<file path="src/rtl/display_pkg.sv">
// Shared definitions for the SSD1306 SPI controller: panel command codes,
// the power-on init sequence and the state encodings.
package display_pkg;

    // SSD1306 command bytes used by the init sequence.
    localparam logic [7:0] DISPLAYOFF          = 8'hAE;
    localparam logic [7:0] CHARGEPUMP          = 8'h8D;
    localparam logic [7:0] SETCONTRAST         = 8'h81;
    localparam logic [7:0] SETPRECHARGE        = 8'hD9;
    localparam logic [7:0] DISPLAYALLON_RESUME = 8'hA4;
    localparam logic [7:0] NORMALDISPLAY       = 8'hA6;
    localparam logic [7:0] DISPLAYON           = 8'hAF;
    localparam logic [7:0] NOP                 = 8'hE3;

    // Largest init sequence the 5-bit ROM index can address.
    localparam int INIT_ROM_MAX = 32;

    // Controller sequencing states.
    typedef enum logic [2:0] {
        RST_LOW,
        RST_WAIT,
        LOAD,
        SHIFT,
        GAP,
        IDLE
    } state_t;

    // Byte transmitter phases.
    typedef enum logic [1:0] {
        TX_IDLE,
        TX_SHIFT,
        TX_GAP
    } tx_phase_t;

    // Default init sequence: display off, charge pump on, contrast, precharge,
    // resume from RAM, normal polarity, display on. Entries past the end are NOP.
    // NOTE: the init ROM is a constant function, so it becomes plain decode
    // logic with no storage that would need a reset.
    function automatic logic [7:0] init_rom(input logic [4:0] idx);
        case (idx)
            5'd0:    return DISPLAYOFF;
            5'd1:    return CHARGEPUMP;
            5'd2:    return 8'h14;
            5'd3:    return SETCONTRAST;
            5'd4:    return 8'h70;
            5'd5:    return SETPRECHARGE;
            5'd6:    return 8'hF1;
            5'd7:    return DISPLAYALLON_RESUME;
            5'd8:    return NORMALDISPLAY;
            5'd9:    return DISPLAYON;
            default: return NOP;
        endcase
    endfunction

endpackage

</file>
<file path="src/rtl/spi_byte_tx.sv">
// SPI mode 0 byte transmitter: owns the half-period divider, the shift
// register and the bit counter, and holds chip select high for a programmable
// number of half-periods after each byte before reporting done.
module spi_byte_tx
    import display_pkg::*;
#(
    parameter int CLK_DIV    = 11,
    parameter int GAP_HALVES = 1
) (
    input  logic       clk,
    input  logic       rst,
    input  logic       start,
    input  logic [7:0] tx_byte,
    input  logic       tx_dc,
    output logic       spi_din,
    output logic       spi_clk,
    output logic       spi_cs,
    output logic       spi_dc,
    output logic       shift_done,
    output logic       done
);

    localparam int DIV_W = (CLK_DIV > 1) ? $clog2(CLK_DIV) : 1;
    localparam int GAP_W = (GAP_HALVES > 1) ? $clog2(GAP_HALVES) : 1;

    tx_phase_t        phase;
    logic [DIV_W-1:0] div_cnt;
    logic [GAP_W-1:0] gap_cnt;
    logic [2:0]       bit_cnt;
    logic [6:0]       shreg;     // bits still to be shifted out, next one at [6]
    logic             tick;
    logic             last_gap;

    assign tick       = (phase != TX_IDLE) && (div_cnt == DIV_W'(CLK_DIV - 1));
    assign last_gap   = (gap_cnt == GAP_W'(GAP_HALVES - 1));
    assign shift_done = (phase == TX_SHIFT) && tick && spi_clk && (bit_cnt == 3'd7);
    assign done       = (phase == TX_GAP) && tick && last_gap;

    // Half-period sequencing: data moves on the falling tick, samples on the rising tick.
    always_ff @(posedge clk) begin
        // NOTE: every register here uses <= so all updates see the pre-edge
        // values; blocking assignments would make the shift order-dependent.
        if (rst) begin
            phase   <= TX_IDLE;
            div_cnt <= '0;
            gap_cnt <= '0;
            bit_cnt <= '0;
            shreg   <= '0;
            spi_din <= 1'b0;
            spi_clk <= 1'b0;
            spi_cs  <= 1'b1;
            spi_dc  <= 1'b0;
        end else if (start && phase == TX_IDLE) begin
            phase   <= TX_SHIFT;
            div_cnt <= '0;
            bit_cnt <= '0;
            shreg   <= tx_byte[6:0];
            spi_din <= tx_byte[7];
            spi_dc  <= tx_dc;
            spi_cs  <= 1'b0;
            spi_clk <= 1'b0;
        end else if (phase != TX_IDLE) begin
            div_cnt <= tick ? '0 : div_cnt + DIV_W'(1);
            if (tick) begin
                if (phase == TX_SHIFT) begin
                    if (!spi_clk) begin
                        spi_clk <= 1'b1;
                    end else begin
                        spi_clk <= 1'b0;
                        if (bit_cnt == 3'd7) begin
                            spi_cs  <= 1'b1;
                            phase   <= TX_GAP;
                            gap_cnt <= '0;
                        end else begin
                            bit_cnt <= bit_cnt + 3'd1;
                            spi_din <= shreg[6];
                            shreg   <= {shreg[5:0], 1'b0};
                        end
                    end
                end else begin
                    if (last_gap) begin
                        phase <= TX_IDLE;
                    end else begin
                        gap_cnt <= gap_cnt + GAP_W'(1);
                    end
                end
            end
        end
    end

endmodule

</file>
<file path="src/rtl/ssd1306_spi_ctrl.sv">
// SSD1306 SPI controller: pulses the panel reset, streams the init sequence
// from the package ROM, then forwards upstream command/data bytes.
module ssd1306_spi_ctrl
    import display_pkg::*;
#(
    parameter int CLK_DIV    = 11,
    parameter int RST_CYCLES = 1000,
    parameter int INIT_LEN   = 10,
    parameter int GAP_HALVES = 1
) (
    input  logic       clk,
    input  logic       rst,
    input  logic       in_valid,
    output logic       in_ready,
    input  logic [7:0] in_byte,
    input  logic       in_dc,
    output logic       init_done,
    output logic       busy,
    output logic       spi_din,
    output logic       spi_clk,
    output logic       spi_cs,
    output logic       spi_dc,
    output logic       spi_rst
);

    localparam int CNT_W = (RST_CYCLES > 1) ? $clog2(RST_CYCLES) : 1;
    localparam int IDX_W = $clog2(INIT_ROM_MAX);

    state_t           state;
    logic [CNT_W-1:0] rst_cnt;
    logic [IDX_W-1:0] rom_idx;
    logic             tx_start;
    logic [7:0]       tx_byte;
    logic             tx_dc;
    logic             tx_shift_done;
    logic             tx_done;

    // Ready depends on state only, so in_valid never loops back into in_ready.
    assign in_ready = (state == IDLE);
    assign busy     = (state != IDLE);

    // Select the byte source for the transmitter: init ROM or upstream.
    always_comb begin
        // NOTE: defaults first so every path assigns every output and no
        // latch is inferred.
        tx_start = 1'b0;
        tx_byte  = 8'h00;
        tx_dc    = 1'b0;
        if (state == LOAD) begin
            tx_start = 1'b1;
            tx_byte  = init_rom(rom_idx);
            tx_dc    = 1'b0;
        end else if (state == IDLE && in_valid) begin
            tx_start = 1'b1;
            tx_byte  = in_byte;
            tx_dc    = in_dc;
        end
    end

    // Reset pulse, init sequencing and idle handshake.
    always_ff @(posedge clk) begin
        if (rst) begin
            state     <= RST_LOW;
            rst_cnt   <= '0;
            rom_idx   <= '0;
            spi_rst   <= 1'b0;
            init_done <= 1'b0;
        end else begin
            case (state)
                RST_LOW: begin
                    if (rst_cnt == CNT_W'(RST_CYCLES - 1)) begin
                        rst_cnt <= '0;
                        spi_rst <= 1'b1;
                        state   <= RST_WAIT;
                    end else begin
                        rst_cnt <= rst_cnt + CNT_W'(1);
                    end
                end
                RST_WAIT: begin
                    if (rst_cnt == CNT_W'(RST_CYCLES - 1)) begin
                        rst_cnt <= '0;
                        rom_idx <= '0;
                        state   <= LOAD;
                    end else begin
                        rst_cnt <= rst_cnt + CNT_W'(1);
                    end
                end
                LOAD: begin
                    state <= SHIFT;
                end
                SHIFT: begin
                    if (tx_shift_done) begin
                        state <= GAP;
                    end
                end
                GAP: begin
                    if (tx_done) begin
                        if (init_done) begin
                            state <= IDLE;
                        end else if (rom_idx == IDX_W'(INIT_LEN - 1)) begin
                            init_done <= 1'b1;
                            state     <= IDLE;
                        end else begin
                            rom_idx <= rom_idx + IDX_W'(1);
                            state   <= LOAD;
                        end
                    end
                end
                IDLE: begin
                    if (in_valid) begin
                        state <= SHIFT;
                    end
                end
                default: begin
                    state <= RST_LOW;
                end
            endcase
        end
    end

    spi_byte_tx #(
        .CLK_DIV    (CLK_DIV),
        .GAP_HALVES (GAP_HALVES)
    ) u_tx (
        .clk        (clk),
        .rst        (rst),
        .start      (tx_start),
        .tx_byte    (tx_byte),
        .tx_dc      (tx_dc),
        .spi_din    (spi_din),
        .spi_clk    (spi_clk),
        .spi_cs     (spi_cs),
        .spi_dc     (spi_dc),
        .shift_done (tx_shift_done),
        .done       (tx_done)
    );

endmodule

</file>
<file path="config.mk">
export PLATFORM = sky130hd
export DESIGN_NAME = ssd1306_spi_ctrl
export DESIGN_NICKNAME = d
export VERILOG_FILES = /design/src/rtl/display_pkg.sv /design/src/rtl/spi_byte_tx.sv /design/src/rtl/ssd1306_spi_ctrl.sv
export SDC_FILE = /design/constraint.sdc
export NUM_CORES = 1
export LEC_CHECK = 0
export CAP_MARGIN = 40
export CORE_ASPECT_RATIO = 0.9
export CORE_MARGIN = 10
export CORE_UTILIZATION = 58
export CTS_CLUSTER_DIAMETER = 60
export DETAILED_ROUTE_END_ITERATION = 12
export PLACE_DENSITY = 0.8
export SLEW_MARGIN = 40
export SYNTH_ARGS = -nofsm -noshare
export SYNTH_HDL_FRONTEND = slang
export SYNTH_SLANG_ARGS = --single-unit
</file>
<file path="constraint.sdc">
create_clock -name clk -period 7.5 [get_ports clk]
set_input_delay 1.5 -clock clk [delete_from_list [all_inputs] [get_ports clk]]
set_output_delay 1.5 -clock clk [all_outputs]
set_load 0.01 [all_outputs]
</file>
==> flow_summary_export.csv <==
group,metric,value,unit
run_status,status,"completed",
critical_path,criticalPathCategory,"in -> reg",
die,die_w,88.61,um
critical_path,critPathArrivalTime,3830,ps
synthesis,synth.most_common_cell,"nor2_1",
synthesis,synth_cell_types,53,
place,place_congestion,0.8518,
synthesis,ys.flop_type,"dfxtp_1",
die,initial_core_util,60.32,%
die,fp.dieH,81.75,um
clock_network,cts_buffers,5,
synthesis,ys_seq_area_share,39.10,%
power_and_ir_drop,power_density,165.8,mW/mm^2
synthesis,yosysWarnings,0,
sta,max_slew_margin,45.69,%
synthesis,synth_area,0.002457,sq mm
synthesis,yosys-top-cells-count,"nor2_1, dfxtp_1, a21oi_1, nand2_1, inv_1",
die,num_rows,22,
critical_path,cpLargestDelayFamily,"buffers and inverters",
sta,finalCritPeriodShare,47.65,%
job,cap_violations,0,
drt,drc,0,
power_and_ir_drop,irDropWorstVdd,113.6,uV
sta,tns,0,ps
grt,grt_max_degree,21,
clock_network,cts_buffer_depth,2,
drt,vias,2040,
clock_network,postCtsSetupBuffers,0,
power_and_ir_drop,leakagePower,1.008,nW
clock_network,clk_pin_slew,90,ps
grt,grtUsageTotal,14.81,%
critical_path,cp_max_fo,20,
critical_path,rr_startpoint,"state[0]",
critical_path,crit_start,"rst",
clock_network,clock-root-buffer,"clkbuf_8",
drt,routedWlPerCell,14.00,um
synthesis,yosys.area.top_type,"dfxtp_1",
synthesis,synth_top_area_share,39.10,%
power_and_ir_drop,power,0.4587,mW
die,io_pins,20,
drt,dr.first_iter.drc_count,155,
sta,tightest_slew,812.1,ps
place,place_ws,3645,ps
synthesis,syn_nets,316,
synthesis,syn_avg_cell_area,8.416,sq um
critical_path,slowest_stage,"clkdlybuf4s50_1",
drt,via_per_inst,5.746,
layout,drive_gt1_share,6.189,%
critical_path,cp-start-kind,"primary input",
sta,clock.fmax,0.2798,GHz
grt,grt_pass1_vias,1899,
die,dieArea,0.007244,sq mm
die,coreArea,0.004074,sq mm
min_path,hp-class,"reg -> reg",
synthesis,postSynthCellCount,292,
synthesis,synth.area.top_cells,"dfxtp_1, nor2_1, ha_1, a21oi_1, mux2i_1",
place,numPortBuffers,19,
sta,drv_slew,0,
synthesis,ys_ff_latch,48,
sta,setup_viol,0,
sta,finalCriticalPeriod,3573,ps
layout,num_antenna_cells,0,
drt,ant_nets,0,
sta,clock_skew,7.522,ps
synthesis,async_flop_share,0,%
critical_path,slowest_delay,820,ps
layout,design_area,0.002766,sq mm
critical_path,end_kind,"register",
layout,syn2layout_area_growth,12.58,%
clock_network,clk_latency,300,ps
drt,firstDrtPassIters,5,
sta,hold_viol,0,
grt,global_route.overflow_total,0,
sta,fin_hold_ws,491.2,ps
clock_network,cts-resized-gates,0,
critical_path,required,7750,ps
clock_network,clock-sinks,48,
grt,grt_pass1_wl,8638,um
grt,antenna_found_initial,0,
critical_path,cp_num_buf_inv,3,
place,dp_hpwl,3613,um
clock_network,cts_hold_buffers,0,
sta,rsz0062_at_grt,"no",
clock_network,cts_tree,"built",
synthesis,synth_edf_count,0,
sta,fin_ws,3927,ps
drt,drt_wl_total,4970,um
place,placed_area,0.002659,sq mm
layout,nNetsFinal,330,
critical_path,crit_chain,"clkdlybuf4s50_1 > inv_2 > o41ai_2 > nor2_1 > inv_1 > ha_1 > mux2_1 > nand2_1",
min_path,hold_path_startpoint,"spi_rst",
clock_network,htree_levels,2,
==> layer usage <==
metal / global-route usage (%) / share of wire, %
met5: 0 / 0
met4: 4.839 / 1.4
met3: 3.759 / 4.1
met2: 23.18 / 44
met1: 19.54 / 50
==> power by group <==
part | total (mW) | switching (mW) | internal [mW]
clock | 0.186 | 0.0869 | 0.0990
combinational | 0.0153 | 0.00744 | 0.00789
sequential | 0.257 | 0.00133 | 0.256
==> final timing paths <==
path / cells past startpoint / to / slack [ps]
max: 8 / register / 3930
min: 2 / spi_rst / 490
max reg2reg: 9 / register / 4700
min reg2reg: 2 / spi_rst / 490
==> cells by family (layout without fill, tap and decap cells) <==
family          Yosys count  count (layout)  share of synthesized area, %
simple gates            114             114                         23.12
compound gates           67              67                         17.92
flops                    48              48                         39.10
buf+inv                  29              44                         4.888
xor+xnor                 13              13                         4.633
fa+ha+maj                12              12                         6.110
mux                       9               9                         4.226
==> metrics by stage <==
stage	util, %	instances
finish	67.91	355
floorplan	-	292
detailed placement	65.26	347
global route	67.91	355
global placement	65.17	347
CTS	67.91	355
==> worst reg2reg max path: stages, from the launching register on <==
cell and delay [ps]:
dfxtp_1 520, or3b_1 470, nor4_1 380, o21ai_1 160, xor2_1 220, nor2_1 290, inv_1 120, ha_1 230
mux2_1 300, nand2_1 60
==> placed cells by master (no fill, tap or decap), types with 4 or more instances in the layout <==
master	netlist	routed
inv_1	14	14
a211oi_1	9	9
a21oi_1	19	19
mux2i_1	7	7
ha_1	12	12
dfxtp_1	48	48
clkdlybuf4s50_1	0	19
nand3_1	6	6
nand2_1	16	16
and3_1	4	4
nor2_1	53	53
xor2_1	5	5
nor3_1	6	6
a221oi_1	4	4
xnor2_1	8	8
o21ai_0	6	6
nand4_1	4	4
clkbuf_8	0	5
o21ai_1	8	7
==> area by class of cell <==
type / count / area [sq um]
Inverter: 16 / 60.06
Clock buffer: 6 / 72.57
Tap cell: 48 / 60.06
Timing Repair Buffer: 20 / 197.7
Multi-Input combinational cell: 215 / 1380
Fill cell: 343 / 1308
Clock inverter: 2 / 35.03
Sequential cell: 48 / 960.9
(Power assumes the default switching activity.)
